File: config.mk
export PLATFORM = sky130hd
export DESIGN_NAME = instr_sequencer
export DESIGN_NICKNAME = d
export VERILOG_FILES = /design/src/rtl/instr_sequencer.sv
export SDC_FILE = /design/constraint.sdc
export NUM_CORES = 1
export LEC_CHECK = 0
export CAP_MARGIN = 20
export CORE_MARGIN = 2
export CORE_UTILIZATION = 53
export DETAILED_ROUTE_END_ITERATION = 12
export GPL_TIMING_DRIVEN = 0
export PLACE_DENSITY = 0.76
export SLEW_MARGIN = 20
export SYNTH_ARGS = -nofsm -noshare
export SYNTH_HDL_FRONTEND = slang
export SYNTH_SLANG_ARGS = --single-unit
File: constraint.sdc
create_clock -name clock -period 4.3 [get_ports clock]
set_input_delay 0.645 -clock clock [delete_from_list [all_inputs] [get_ports clock]]
set_output_delay 0.645 -clock clock [all_outputs]
set_load 0.005 [all_outputs]
File: src/rtl/instr_sequencer.sv
// instr_sequencer: host-side issuer for the controller instruction bus.
// The host fills a small word FIFO, then a start command emits a header word
// followed by word_count FIFO words, each held on instruct for HOLD_CYCLES.
module instr_sequencer #(
    parameter int MAX_WORDS   = 8,
    parameter int HOLD_CYCLES = 2
) (
    input  logic        clock,
    input  logic        rst_n,
    input  logic        load_valid,
    input  logic [31:0] load_data,
    output logic        load_ready,
    input  logic        flush,
    input  logic        start,
    input  logic [7:0]  opcode,
    input  logic [7:0]  word_count,
    output logic [31:0] instruct,
    output logic        busy,
    output logic        done,
    output logic        error
);

    localparam int PTR_W  = (MAX_WORDS > 1) ? $clog2(MAX_WORDS) : 1;
    localparam int OCC_W  = PTR_W + 1;
    localparam int HOLD_W = (HOLD_CYCLES > 1) ? $clog2(HOLD_CYCLES) : 1;

    localparam logic [HOLD_W-1:0] HOLD_LAST = HOLD_W'(HOLD_CYCLES - 1);
    localparam logic [OCC_W-1:0]  OCC_FULL  = OCC_W'(MAX_WORDS);
    localparam logic [7:0]        MAX_CNT   = 8'(MAX_WORDS);

    typedef enum logic [1:0] {
        S_IDLE,
        S_HDR,
        S_DATA,
        S_END
    } state_t;

    state_t             state;
    logic [31:0]        mem [MAX_WORDS];
    logic [PTR_W-1:0]   wr_ptr;
    logic [PTR_W-1:0]   rd_ptr;
    logic [OCC_W-1:0]   occ;
    logic [HOLD_W-1:0]  hold_cnt;
    logic [7:0]         remaining;

    logic               full;
    logic               push;
    logic [7:0]         avail;
    logic               start_ok;

    // FIFO handshake and start qualification; flush empties the FIFO first,
    // so a same-cycle start only sees the occupancy left after the flush.
    always_comb begin
        full       = (occ == OCC_FULL);
        load_ready = !full && (state == S_IDLE);
        push       = load_valid && load_ready && !flush;
        avail      = flush ? 8'd0 : 8'(occ);
        start_ok   = (word_count <= avail) && (word_count <= MAX_CNT);
    end

    // FIFO storage; contents need no reset because the pointers define validity.
    always_ff @(posedge clock) begin
        if (push) begin
            mem[wr_ptr] <= load_data;
        end
    end

    // Sequencer FSM together with FIFO pointer/occupancy bookkeeping.
    always_ff @(posedge clock or negedge rst_n) begin
        if (!rst_n) begin
            state     <= S_IDLE;
            instruct  <= 32'h0;
            busy      <= 1'b0;
            done      <= 1'b0;
            error     <= 1'b0;
            wr_ptr    <= '0;
            rd_ptr    <= '0;
            occ       <= '0;
            hold_cnt  <= '0;
            remaining <= 8'd0;
        end else begin
            done  <= 1'b0;
            error <= 1'b0;
            case (state)
                S_IDLE: begin
                    instruct <= 32'h0;
                    if (flush) begin
                        wr_ptr <= '0;
                        rd_ptr <= '0;
                        occ    <= '0;
                    end else if (push) begin
                        wr_ptr <= wr_ptr + 1'b1;
                        occ    <= occ + 1'b1;
                    end
                    if (start) begin
                        if (start_ok) begin
                            state     <= S_HDR;
                            instruct  <= {1'b1, 15'h0, word_count, opcode};
                            busy      <= 1'b1;
                            hold_cnt  <= '0;
                            remaining <= word_count;
                        end else begin
                            error <= 1'b1;
                        end
                    end
                end
                // Header and data words share the same hold/advance behaviour:
                // once a word has been held long enough, pop the next or finish.
                S_HDR, S_DATA: begin
                    if (hold_cnt == HOLD_LAST) begin
                        hold_cnt <= '0;
                        if (remaining != 8'd0) begin
                            state     <= S_DATA;
                            instruct  <= mem[rd_ptr];
                            rd_ptr    <= rd_ptr + 1'b1;
                            occ       <= occ - 1'b1;
                            remaining <= remaining - 1'b1;
                        end else begin
                            state    <= S_END;
                            instruct <= 32'h0;
                            done     <= 1'b1;
                        end
                    end else begin
                        hold_cnt <= hold_cnt + 1'b1;
                    end
                end
                S_END: begin
                    state    <= S_IDLE;
                    instruct <= 32'h0;
                    busy     <= 1'b0;
                end
                default: begin
                    state    <= S_IDLE;
                    instruct <= 32'h0;
                    busy     <= 1'b0;
                end
            endcase
        end
    end

endmodule

# Word level (Yosys, flattened, before mapping)
# Memory sizes are Yosys's and may differ from the RTL's.
# Cells that the tools add are included.
# op_classes
mux	42
n_eq_ne	10
reduce_logical	19
addsub	6
order_cmp	2
# op_table
op	n
$mux W32	4
$pmux W32 S3	1
$mux W8	4
$mux W4	5
$pmux W8 S2	1
$mux W3	5
$mux W1	14
$ne A2 B2 Y1 const B	5
$reduce_and A3 Y1	3
$le A8 B4 Y1	1
$le A8 B4 Y1 const B	1
$pmux W4 S2	1
$reduce_and A4 Y1	2
$reduce_bool A8 Y1	1
$sub A8 B1 Y8 const B	1
$add A3 B1 Y3 const B	2
$mux W2	3
$pmux W2 S3	1
$pmux W3 S2	1
$reduce_bool A2 Y1	3
$reduce_and A5 Y1	1
$add A4 B1 Y4 const B	1
$eq A2 B2 Y1 const B	2
$eq A4 B4 Y1 const B	1
10 further kinds	15
# word_totals
mem_bits_rw	256
elab_cells	90
out_inout_bits	36
inputBits	53
regBits	56
memories	1
# memory_table
memory	depth	word_bits	rd	rd_ports_with_merged_regs	write_ports	line	rtl
mem	8	32	1	0	1	39	logic [31:0] mem [MAX_WORDS];

# Depth between registers and ports, before layout
# Gate-level depths: netlist of the first run.
# depth
word_depth	8
depth_mapped	9
mapped_depth_nobuf	8

# Worst setup path after synthesis of the first run
# OpenSTA, ideal clock, no wires.
# synth_path
kind	register to register
startpoint	register state[0]
endpoint	memory mem[0][0], enable pin
synth_period_minus_slack_ps	4119
stages_incl_launch_ff	7
slack_ps	181
n_path_buf	1
setup_time_ps	461
arrival_ps	3658
path_cell_list	dfrtp_1 inv_1 ha_1 buf_2 o211ai_1 or3_1 nor3_1
# synth_via
elab_chain_cells	6
# synth_lines
item	line	rtl
start: declaration	38	state_t state;
start signal: assignment	71	state <= S_IDLE;
start signal: assignment	97	state <= S_HDR;
start signal: assignment	113	state <= S_DATA;
$logic_not A2 Y1	55	load_ready = !full && (state == S_IDLE);
$logic_and A1 B1 Y1	55	
$logic_and A1 B1 Y1 (2 in a row)	56	push = load_valid && load_ready && !flush;
$mux W1	63	if (push) begin
$mux W1 (implied by the code)	64	mem[wr_ptr] <= load_data;
end: declaration	39	
# No other way between the ends.

# Worst setup path after layout of the first run
# layout_path
startpoint	register state[0]
endpoint	memory mem[0][18], enable pin
# Same word-level chain as after synthesis.

==> results_dict.tcl, run 1 <==
set metrics [dict create \
    worstHoldPathCells 1 \
    dr.pass1.iters 5 \
    period_needed_ps 3200 \
    holdPathEnd "instruct[31]$_DFFE_PN0N_" \
    cts_buffer_depth 3 \
    vias 6890 \
    initial_core_util_pct 53.7 \
    r2r_end "mem[0][18]$_DFFE_PP_" \
    r2r_cells 8 \
    clock_sinks 312 \
    maxCapViolCount 0 \
    reg2reg_from "state[0]$_DFFE_PN0P_" \
    fin_setup_tns_ps 0 \
    hold_start "instruct[31]$_DFFE_PN0N_" \
    r2r_slack_ps 1100 \
    drc 0 \
    rows 56 \
    io_buffers 88 \
    gp_congestion 0.816 \
    ys.flop_type "edfxtp_1" \
    final.period_utilization_pct 74.3 \
    grt_start_max_net_pins 45 \
    wirelength_mm 27.7 \
    ant_nets 0 \
    path_cells "inv_1, ha_1, buf_2, o211ai_1, or3_1, nor3_2, buf_4, buf_6" \
    tritoncts "yes" \
    hpwl_mm 18.1 \
    tightestPinTransition_ps 974 \
    cp_top_family "simple AND/OR/NAND/NOR gates" \
    grt-ovfl-total 0 \
    clkLatencyLatePin_ps 550 \
    ios 89 \
    groute.usage.overall_pct 23.0 \
    synth.distinct_cells 56 \
    ys_seq_elements 312 \
    start_kind "flip-flop" \
    cp_slowest_cell "nor3_2" \
    first_global_vias 7299 \
    fin_skew_ps 14.7 \
    nets 884 \
    cts.reportedPaths.clkPinSlew_ps 70 \
    fmax_mhz 313 \
    status "completed" \
    p_total_mw 9.17 \
    peakVddDrop_v 0.000511 \
    yosysWarnings 0 \
    clockRootBuffer "clkbuf_16" \
    power.density_nw_per_um2 608 \
    seq_area_frac_synth_pct 72.5 \
    netlist_area_um2 12500 \
    cp_slowest_stage_delay_ps 670 \
    final_max_slew_viol_count 0 \
    fp.dieArea_um2 24900 \
    grt_pass1_wl_mm 42.4 \
    rsz0062_at_grt "no" \
    relSlewSlack_pct 35.0 \
    coreArea_um2 23300 \
    die_x_um 158 \
    netlist_instances 682 \
    path_max_fanout 10 \
    async_reset_ff_share_pct 17.9 \
    cts_buffers 31 \
    area_delta_synth_final_pct 20.4 \
    holdWs_ps 492 \
    vias_per_cell 5.91 \
    cts_setup_buffers 0 \
    drt-wirelength-per-cell_um 23.8 \
    finalSetupViolCount 0 \
    synth_fp_nets 746 \
    first_iter_violations 619 \
    path_buf_inv 4 \
    end_kind "flip-flop" \
    hold_viol 0 \
    antenna_found_initial 1 \
    syn_area_per_cell_um2 18.4 \
    h-tree-depth 1 \
    worstSetupPathType "reg -> reg" \
    p_leak_nw 5.06 \
    die_h_um 158 \
    arrival_ps 3450 \
    synth_edf_count 256 \
    critPathRequiredTime_ps 4560 \
    hold_path.class "reg -> reg" \
    layout-drive-gt1-share_pct 19.1 \
]
-- where the power goes --
part	internal, mW	leakage, nW	switching [mW]
Clock	1.44	0.466	1.07
Sequential	3.54	3.02	0.193
Combinational	1.31	1.57	1.62
Total	6.29	5.06	2.88
-- worst max-delay path by stage --
| stage | from | to | depth (start not counted) |
|---|---|---|---|
| final | state[0]$_DFFE_PN0P_ | mem[0][18]$_DFFE_PP_ | 8 |
| after global routing | occ[0]$_DFFE_PN0P_ | mem[0][18]$_DFFE_PP_ | 8 |
| after CTS | state[0]$_DFFE_PN0P_ | mem[0][18]$_DFFE_PP_ | 8 |
| after detailed placement | flush | instruct[5]$_DFFE_PN0N_ | 10 |
| after global placement | load_valid | mem[0][12]$_DFFE_PP_ | 4 |
| after floorplan | state[0]$_DFFE_PN0P_ | mem[0][0]$_DFFE_PP_ | 6 |
-- worst reg2reg max path, delay by kind of cell, from the launching register on --
| kind | cells | cell delay, ps |
|---|---|---|
| and+or+nand+nor | 2 | 1240 |
| buffers and inverters | 4 | 790 |
| DFF | 1 | 410 |
| AOI/OAI and AO/OA | 1 | 300 |
| adders and majority gates | 1 | 160 |
-- state kept, by name (all words and copies together) (netlist names) --
signal	count
busy	1
done	1
error	1
hold_cnt	1
instruct	32
mem	256
occ	4
rd_ptr	3
remaining	8
state	2
wr_ptr	3
-- metrics by stage --
stage	util (%)	worst slack, ps	std cells	cell area [µm²]
finish	64.7	1100	1165	15100
global route	64.7	942	1165	15100
CTS	64.7	1090	1164	15100
detailed placement	60.6	750	1105	14100
global placement	59.2	-2350	1089	13800
floorplan	-	181	682	12500
-- cell families (layout without fill, tap and decap cells) --
family | Yosys count | in the layout | share of synthesized area [%]
adders and majority gates | 11 | 11 | 1.10
buffers and inverters | 49 | 212 | 1.87
AOI/OAI and AO/OA | 96 | 96 | 5.34
DFF | 312 | 312 | 72.5
and+or+nand+nor | 108 | 108 | 4.32
other | 0 | 1 | 0
xor gates and xnor gates | 2 | 2 | 0.140
muxes | 104 | 104 | 14.7
-- synth_stat cells (2+ instances only) --
| master | n | area, µm² |
|---|---|---|
| ha_1 | 11 | 138 |
| mux2i_1 | 39 | 390 |
| buf_2 | 12 | 60.1 |
| o211ai_1 | 5 | 37.5 |
| nor3_1 | 5 | 25.0 |
| buf_1 | 5 | 18.8 |
| and3_1 | 4 | 25.0 |
| a21oi_1 | 15 | 75.1 |
| buf_6 | 4 | 45.0 |
| nand2b_1 | 6 | 37.5 |
| o21ai_0 | 32 | 160 |
| edfxtp_1 | 256 | 7690 |
| nand2_1 | 36 | 135 |
| nor2_1 | 35 | 131 |
| a21oi_4 | 2 | 32.5 |
| a221o_1 | 12 | 120 |
| nor2b_1 | 4 | 25.0 |
| o21ai_1 | 3 | 15.0 |
| clkinv_1 | 2 | 7.51 |
| a31oi_1 | 3 | 18.8 |
| clkbuf_1 | 12 | 45.0 |
| mux4_2 | 64 | 1440 |
| nor3b_1 | 2 | 15.0 |
| o311ai_0 | 2 | 17.5 |
| inv_1 | 12 | 45.0 |
| dfrtp_1 | 56 | 1400 |
| o221ai_1 | 5 | 43.8 |
| nand3_1 | 3 | 15.0 |
| o2bb2ai_1 | 3 | 26.3 |
| a211oi_1 | 3 | 22.5 |
| nor4_1 | 3 | 18.8 |
| o31ai_1 | 2 | 15.0 |
-- cells in the final DEF (no fill, tap or decap), types with 4 or more instances in the layout --
cell type	synthesis	layout
buf_1	5	5
clkinv_1	2	9
nor2b_1	4	4
clkinv_2	0	7
nor2_4	1	7
a221o_1	12	12
clkdlybuf4s50_1	0	87
buf_16	0	6
a21oi_1	15	15
mux2i_1	39	39
dfrtp_1	56	56
nand2_1	36	36
o211ai_1	5	5
nor2_1	35	29
mux4_2	64	64
edfxtp_1	256	256
o221ai_1	5	5
clkbuf_16	0	31
clkbuf_1	12	19
ha_1	11	11
inv_1	12	12
nand2b_1	6	6
and3_1	4	4
o21ai_0	32	32
buf_4	1	9
buf_6	4	5
buf_2	12	12
-- area by class of cell --
cell class / count / area, µm²
clock inverter: 20 / 151
clock buffer: 38 / 802
antenna: 1 / 2.50
timing repair buffer: 105 / 1150
sequential: 312 / 9090
buffer: 35 / 181
inverter: 14 / 52.6
fill: 1545 / 8240
tap: 319 / 399
multi-input combinational: 321 / 3260
-- layer usage --
| layer | part of all wire [%] | GRT usage, % | up-vias |
|---|---|---|---|
| met5 | 0 | 0 | - |
| met4 | 2.8 | 7.32 | 0 |
| met3 | 5.6 | 3.12 | 56 |
| met2 | 52 | 39.6 | 243 |
| met1 | 40 | 30.6 | 3568 |
| li1 | - | - | 3023 |
-- repair_timing --
item / CTS / global route
gates resized for setup: 0 / 0
hold buffers: 1 / 0
hold endpoints to repair: 12 / 0
Power figures use the tool's default switching activity.
==> run 2, diff against run 1 <==
==> constraint.sdc (replaced) <==
create_clock -name clock -period 2.74 [get_ports clock]
set_input_delay 0.411 -clock clock [delete_from_list [all_inputs] [get_ports clock]]
set_output_delay 0.411 -clock clock [all_outputs]
set_load 0.005 [all_outputs]
==> run 2 against run 1 <==
  * Combinational power rose by 58%
  * Critical path depth fell by 1
  * Wire length rose by 0.58%
  * Largest power group unchanged
  * Highest routed layer unchanged
  * Final area rose by 0.64%
  * Sequential share of layout area fell by 0.38 points
  * Flip-flop and latch count did not move
==> results_dict.tcl, run 2 (same netlist as run 1, synthesis figures left out) <==
set metrics [dict create \
    nFillCells 1557 \
    arrival_ps 2870 \
    nets 889 \
    drc 0 \
    rows 56 \
    layout-drive-gt1-share_pct 19.9 \
    fin_setup_tns_ps 0 \
    p_leak_nw 5.10 \
    holdWs_ps 273 \
    final_util_pct 65.1 \
    grt-ovfl-total 0 \
    period_needed_ps 2620 \
    initial_core_util_pct 53.7 \
    peakVddDrop_v 0.000616 \
    final_cells 1167 \
    met3_usage_pct 4.11 \
    area_delta_synth_final_pct 21.2 \
    rsz0062_at_grt "no" \
    place_ws_ps -671 \
    power.density_nw_per_um2 946 \
    final.period_utilization_pct 95.6 \
    cts.reportedPaths.clkPinSlew_ps 70 \
    status "completed" \
    die_x_um 158 \
    end_kind "flip-flop" \
    wirelength_mm 27.9 \
    top_regs "mem: 256 flops, instruct: 32 flops, remaining: 8 flops" \
    ios 89 \
    n_antenna_cell 0 \
    cts_buffer_depth 3 \
    fin_skew_ps 13.2 \
    finalSetupViolCount 0 \
    tightestPinTransition_ps 975 \
    place_inst 1103 \
    final_common_cell "edfxtp_1" \
    top_register "mem" \
    fp.dieArea_um2 24900 \
    critPathRequiredTime_ps 2990 \
    start_kind "flip-flop" \
    relSlewSlack_pct 35.0 \
    post_dp_cell_area_um2 14100 \
    dr.pass1.iters 5 \
    drt-wirelength-per-cell_um 23.9 \
    ant_nets 0 \
    clockRootBuffer "clkbuf_16" \
    top_usage_layer "met2" \
    largest_register_ffs 256 \
    gp_congestion 0.796 \
    coreArea_um2 23300 \
    antenna_found_initial 0 \
    grt_start_max_net_pins 42 \
    io_buffers 88 \
    die_h_um 158 \
    p_total_mw 14.4 \
    gr-usage-met2_pct 39.3 \
    final_max_slew_viol_count 0 \
    hold_viol 0 \
    worstSetupPathType "reg -> reg" \
    clock_sinks 312 \
    gr-usage-met1_pct 30.2 \
    path_max_fanout 18 \
    hold_path.class "in -> async" \
    groute.usage.overall_pct 22.9 \
    first_global_vias 7214 \
    first_iter_violations 686 \
    grt_pass1_wl_mm 42.2 \
    h-tree-depth 1 \
    vias_per_cell 5.96 \
    final_area_um2 15200 \
    cts_buffers 30 \
    vias 6950 \
    maxCapViolCount 0 \
    hpwl_mm 18.2 \
    clkLatencyLatePin_ps 560 \
    final_cell_mix "edfxtp_1 (256), clkdlybuf4s50_1 (87), mux4_2 (64)" \
    fin_ws_ps 121 \
    tritoncts "yes" \
    fmax_mhz 382 \
]
run 2: worst paths after layout:
| kind | startpoint | endpoint | slack [ps] | depth (start not counted) |
|---|---|---|---|---|
| worst max-delay path | state[0]$_DFFE_PN0P_ | mem[4][29]$_DFFE_PP_ | 120 | 7 |
| worst min-delay path | rst_n | instruct[7]$_DFFE_PN0N_ | 270 | 2 |
| worst max register to register | state[0]$_DFFE_PN0P_ | mem[4][29]$_DFFE_PP_ | 120 | 7 |
| worst min register to register | instruct[18]$_DFFE_PN0N_ | instruct[18]$_DFFE_PN0N_ | 480 | 2 |
| max in group asynchronous | rst_n | instruct[21]$_DFFE_PN0N_ | 1920 | 3 |
| min in group clock | opcode[4] | instruct[4]$_DFFE_PN0N_ | 470 | 2 |
run 2: layer usage:
layer,share of wire [%],up-vias
met1,40,3595
met5,0,-
met4,2.4,0
li1,-,3033
met3,6.4,53
met2,51,269
run 2: layout make-up:
class	instances	area, µm²	area share [%]
sequential	312	9090	59.8
timing repair buffer	111	1250	8.24
tap	319	399	2.63
clock buffer	42	826	5.44
multi-input combinational	321	3280	21.6
buffer	35	183	1.20
clock inverter	13	109	0.717
inverter	14	52.6	0.346
run 2: timing repair:
| action | CTS | global route |
|---|---|---|
| setup endpoints to repair | 169 | 43 |
| buffers inserted | 5 | 3 |
| resized for setup | 1 | 2 |
| pin swaps | 4 | 2 |
| hold buffers | 1 | 0 |
| endpoints found under the hold margin | 15 | 0 |
run 2: report_power, final:
part           switching, mW  internal (mW)  leakage, nW
Combinational           2.53           2.07         1.62
Sequential             0.300           5.56         3.02
Clock                   1.71           2.20        0.458
run 2: worst max-delay path: stages (launching register included):
cell and delay [ps]:
dfrtp_1 420, inv_1 80, ha_1 160, buf_2 230
o211ai_1 180, or3_4 430, nor2_4 530, buf_12 260
==> run 3, diff against run 2 <==
--- a/config.mk
+++ b/config.mk
@@ -7,10 +7,12 @@
 export LEC_CHECK = 0
 export CAP_MARGIN = 20
 export CORE_MARGIN = 2
-export CORE_UTILIZATION = 53
+export CORE_UTILIZATION = 55
+export CTS_BUF_LIST = sky130_fd_sc_hd__clkbuf_8
 export DETAILED_ROUTE_END_ITERATION = 12
+export GPL_ROUTABILITY_DRIVEN = 0
 export GPL_TIMING_DRIVEN = 0
-export PLACE_DENSITY = 0.76
+export PLACE_DENSITY = 0.78
 export SLEW_MARGIN = 20
 export SYNTH_ARGS = -nofsm -noshare
 export SYNTH_HDL_FRONTEND = slang
==> run 3 against run 2 <==
  * Maximum frequency up 1.3%
  * Flip-flop and latch count unchanged
  * Total power down 1.2%
  * Setup slack better by 35 ps
  * Hold slack worse by 0.69 ps
  * Critical path type is now in -> reg
  * Critical path depth up 4
  * Wire length down 1.1%
  * Via count up 1.3%
==> results_dict.tcl, run 3 (same netlist as run 1, synthesis figures left out) <==
set metrics [dict create \
    clockRootBuffer "clkbuf_8" \
    area_delta_synth_final_pct 21.8 \
    hold_path.class "in -> async" \
    nFillCells 1423 \
    fmax_mhz 387 \
    largest_register_ffs 256 \
    cts_buffer_depth 3 \
    die_h_um 155 \
    worstSetupPathType "in -> reg" \
    first_global_vias 7530 \
    relSlewSlack_pct 30.6 \
    first_iter_violations 642 \
    final.period_utilization_pct 94.3 \
    cts.reportedPaths.clkPinSlew_ps 70 \
    initial_core_util_pct 55.7 \
    wirelength_mm 27.6 \
    p_leak_nw 5.26 \
    end_kind "flip-flop" \
    h-tree-depth 2 \
    maxCapViolCount 0 \
    dr.pass1.iters 5 \
    r2r_end "mem[6][31]$_DFFE_PP_" \
    fin_ws_ps 156 \
    fin_setup_tns_ps 0 \
    groute.usage.overall_pct 23.9 \
    top_regs "mem: 256 flops, instruct: 32 flops, remaining: 8 flops" \
    start_kind "input port" \
    drc 0 \
    rsz0062_at_grt "no" \
    die_x_um 155 \
    finalSetupViolCount 0 \
    grt-ovfl-total 0 \
    ios 89 \
    peakVddDrop_v 0.000492 \
    layout-drive-gt1-share_pct 22.2 \
    path_max_fanout 10 \
    power.density_nw_per_um2 929 \
    clock_sinks 312 \
    final_cell_mix "edfxtp_1 (256), clkdlybuf4s50_1 (87), mux4_2 (64)" \
    tritoncts "yes" \
    grt_start_max_net_pins 44 \
    coreArea_um2 22500 \
    r2r_cells 8 \
    final_max_slew_viol_count 0 \
    status "completed" \
    critPathRequiredTime_ps 3220 \
    clkLatencyLatePin_ps 570 \
    tightestPinTransition_ps 1040 \
    antenna_found_initial 0 \
    io_buffers 88 \
    top_register "mem" \
    final_common_cell "edfxtp_1" \
    fp.dieArea_um2 24000 \
    vias_per_cell 6.00 \
    grt_pass1_wl_mm 43.0 \
    drt-wirelength-per-cell_um 23.5 \
    r2r_slack_ps 170 \
    hold_viol 0 \
    fin_skew_ps 29.0 \
    holdWs_ps 272 \
    vias 7040 \
    cts_buffers 48 \
    place_ws_ps -481 \
    period_needed_ps 2580 \
    n_antenna_cell 0 \
    arrival_ps 3060 \
    ant_nets 0 \
    nets 913 \
    hpwl_mm 18.0 \
    rows 55 \
    reg2reg_from "state[0]$_DFFE_PN0P_" \
]
[run 3: changes by cell type in the layout (fill, tap and decap cells not counted), sizes merged]
cell | previous run | this run
inv | 12 | 33
clkbuf | 55 | 71
buf | 45 | 51
clkinvlp | 1 | 0
bufinv | 1 | 0
[run 3: layout make-up]
class / instances / area, µm² / area share, %
buffer: 35 / 185 / 1.21
clock buffer: 58 / 798 / 5.23
clock inverter: 32 / 145 / 0.951
inverter: 14 / 52.6 / 0.344
multi-input combinational: 321 / 3280 / 21.5
sequential: 312 / 9090 / 59.5
tap: 285 / 357 / 2.34
timing repair buffer: 117 / 1360 / 8.90
[run 3: critical path: stages]
cell and delay [ps]:
clkdlybuf4s50_1 520, clkbuf_2 240, nand2b_1 190, ha_1 320, nor2b_1 140, o21ai_1 210
a32oi_2 80, buf_4 170, nor4_4 360, buf_4 260, a221o_1 160
[run 3: worst max path at each step]
stage               slack, ps  cells past startpoint                       end            startpoint
finish                    160                     11  instruct[10]$_DFFE_PN0N_                 flush
global route               30                     11   instruct[8]$_DFFE_PN0N_                 flush
CTS                        60                      8      mem[6][31]$_DFFE_PP_  state[0]$_DFFE_PN0P_
detailed placement       -480                     10  instruct[10]$_DFFE_PN0N_                 flush
global placement        -2080                      4      mem[2][18]$_DFFE_PP_            load_valid
floorplan                -520                      6       mem[2][0]$_DFFE_PP_  state[0]$_DFFE_PN0P_
[run 3: per-layer routing]
metal	global-route usage (%)	vias up	share of wire (%)	wire length, µm
li1	-	3084	-	-
met1	31.8	3587	40	11000
met2	39.7	319	50	13900
met3	5.18	50	7.4	2040
met4	7.89	0	2.4	663
met5	0	-	0	0
[run 3: what timing repair did]
action,in CTS,in global routing
setup buffers,9,5
pin swaps,7,2
endpoints found under the hold margin,13,0
setup endpoints to repair,166,46
resized for setup,1,4
hold buffers,1,0
[run 3: through the flow]
step / utilization, % / area (µm²) / power (mW) / instances
floorplan: - / 12600 / 8.99 / 682
global placement: 61.3 / 13800 / 10.2 / 1055
detailed placement: 62.9 / 14200 / 10.5 / 1069
CTS: 67.7 / 15200 / 14.2 / 1169
global route: 67.8 / 15300 / 14.9 / 1174
finish: 67.8 / 15300 / 14.2 / 1174
[run 3: report_power, final]
part | switching [mW] | internal (mW)
registers | 0.307 | 5.56
logic | 2.54 | 2.10
clock network | 1.74 | 1.93
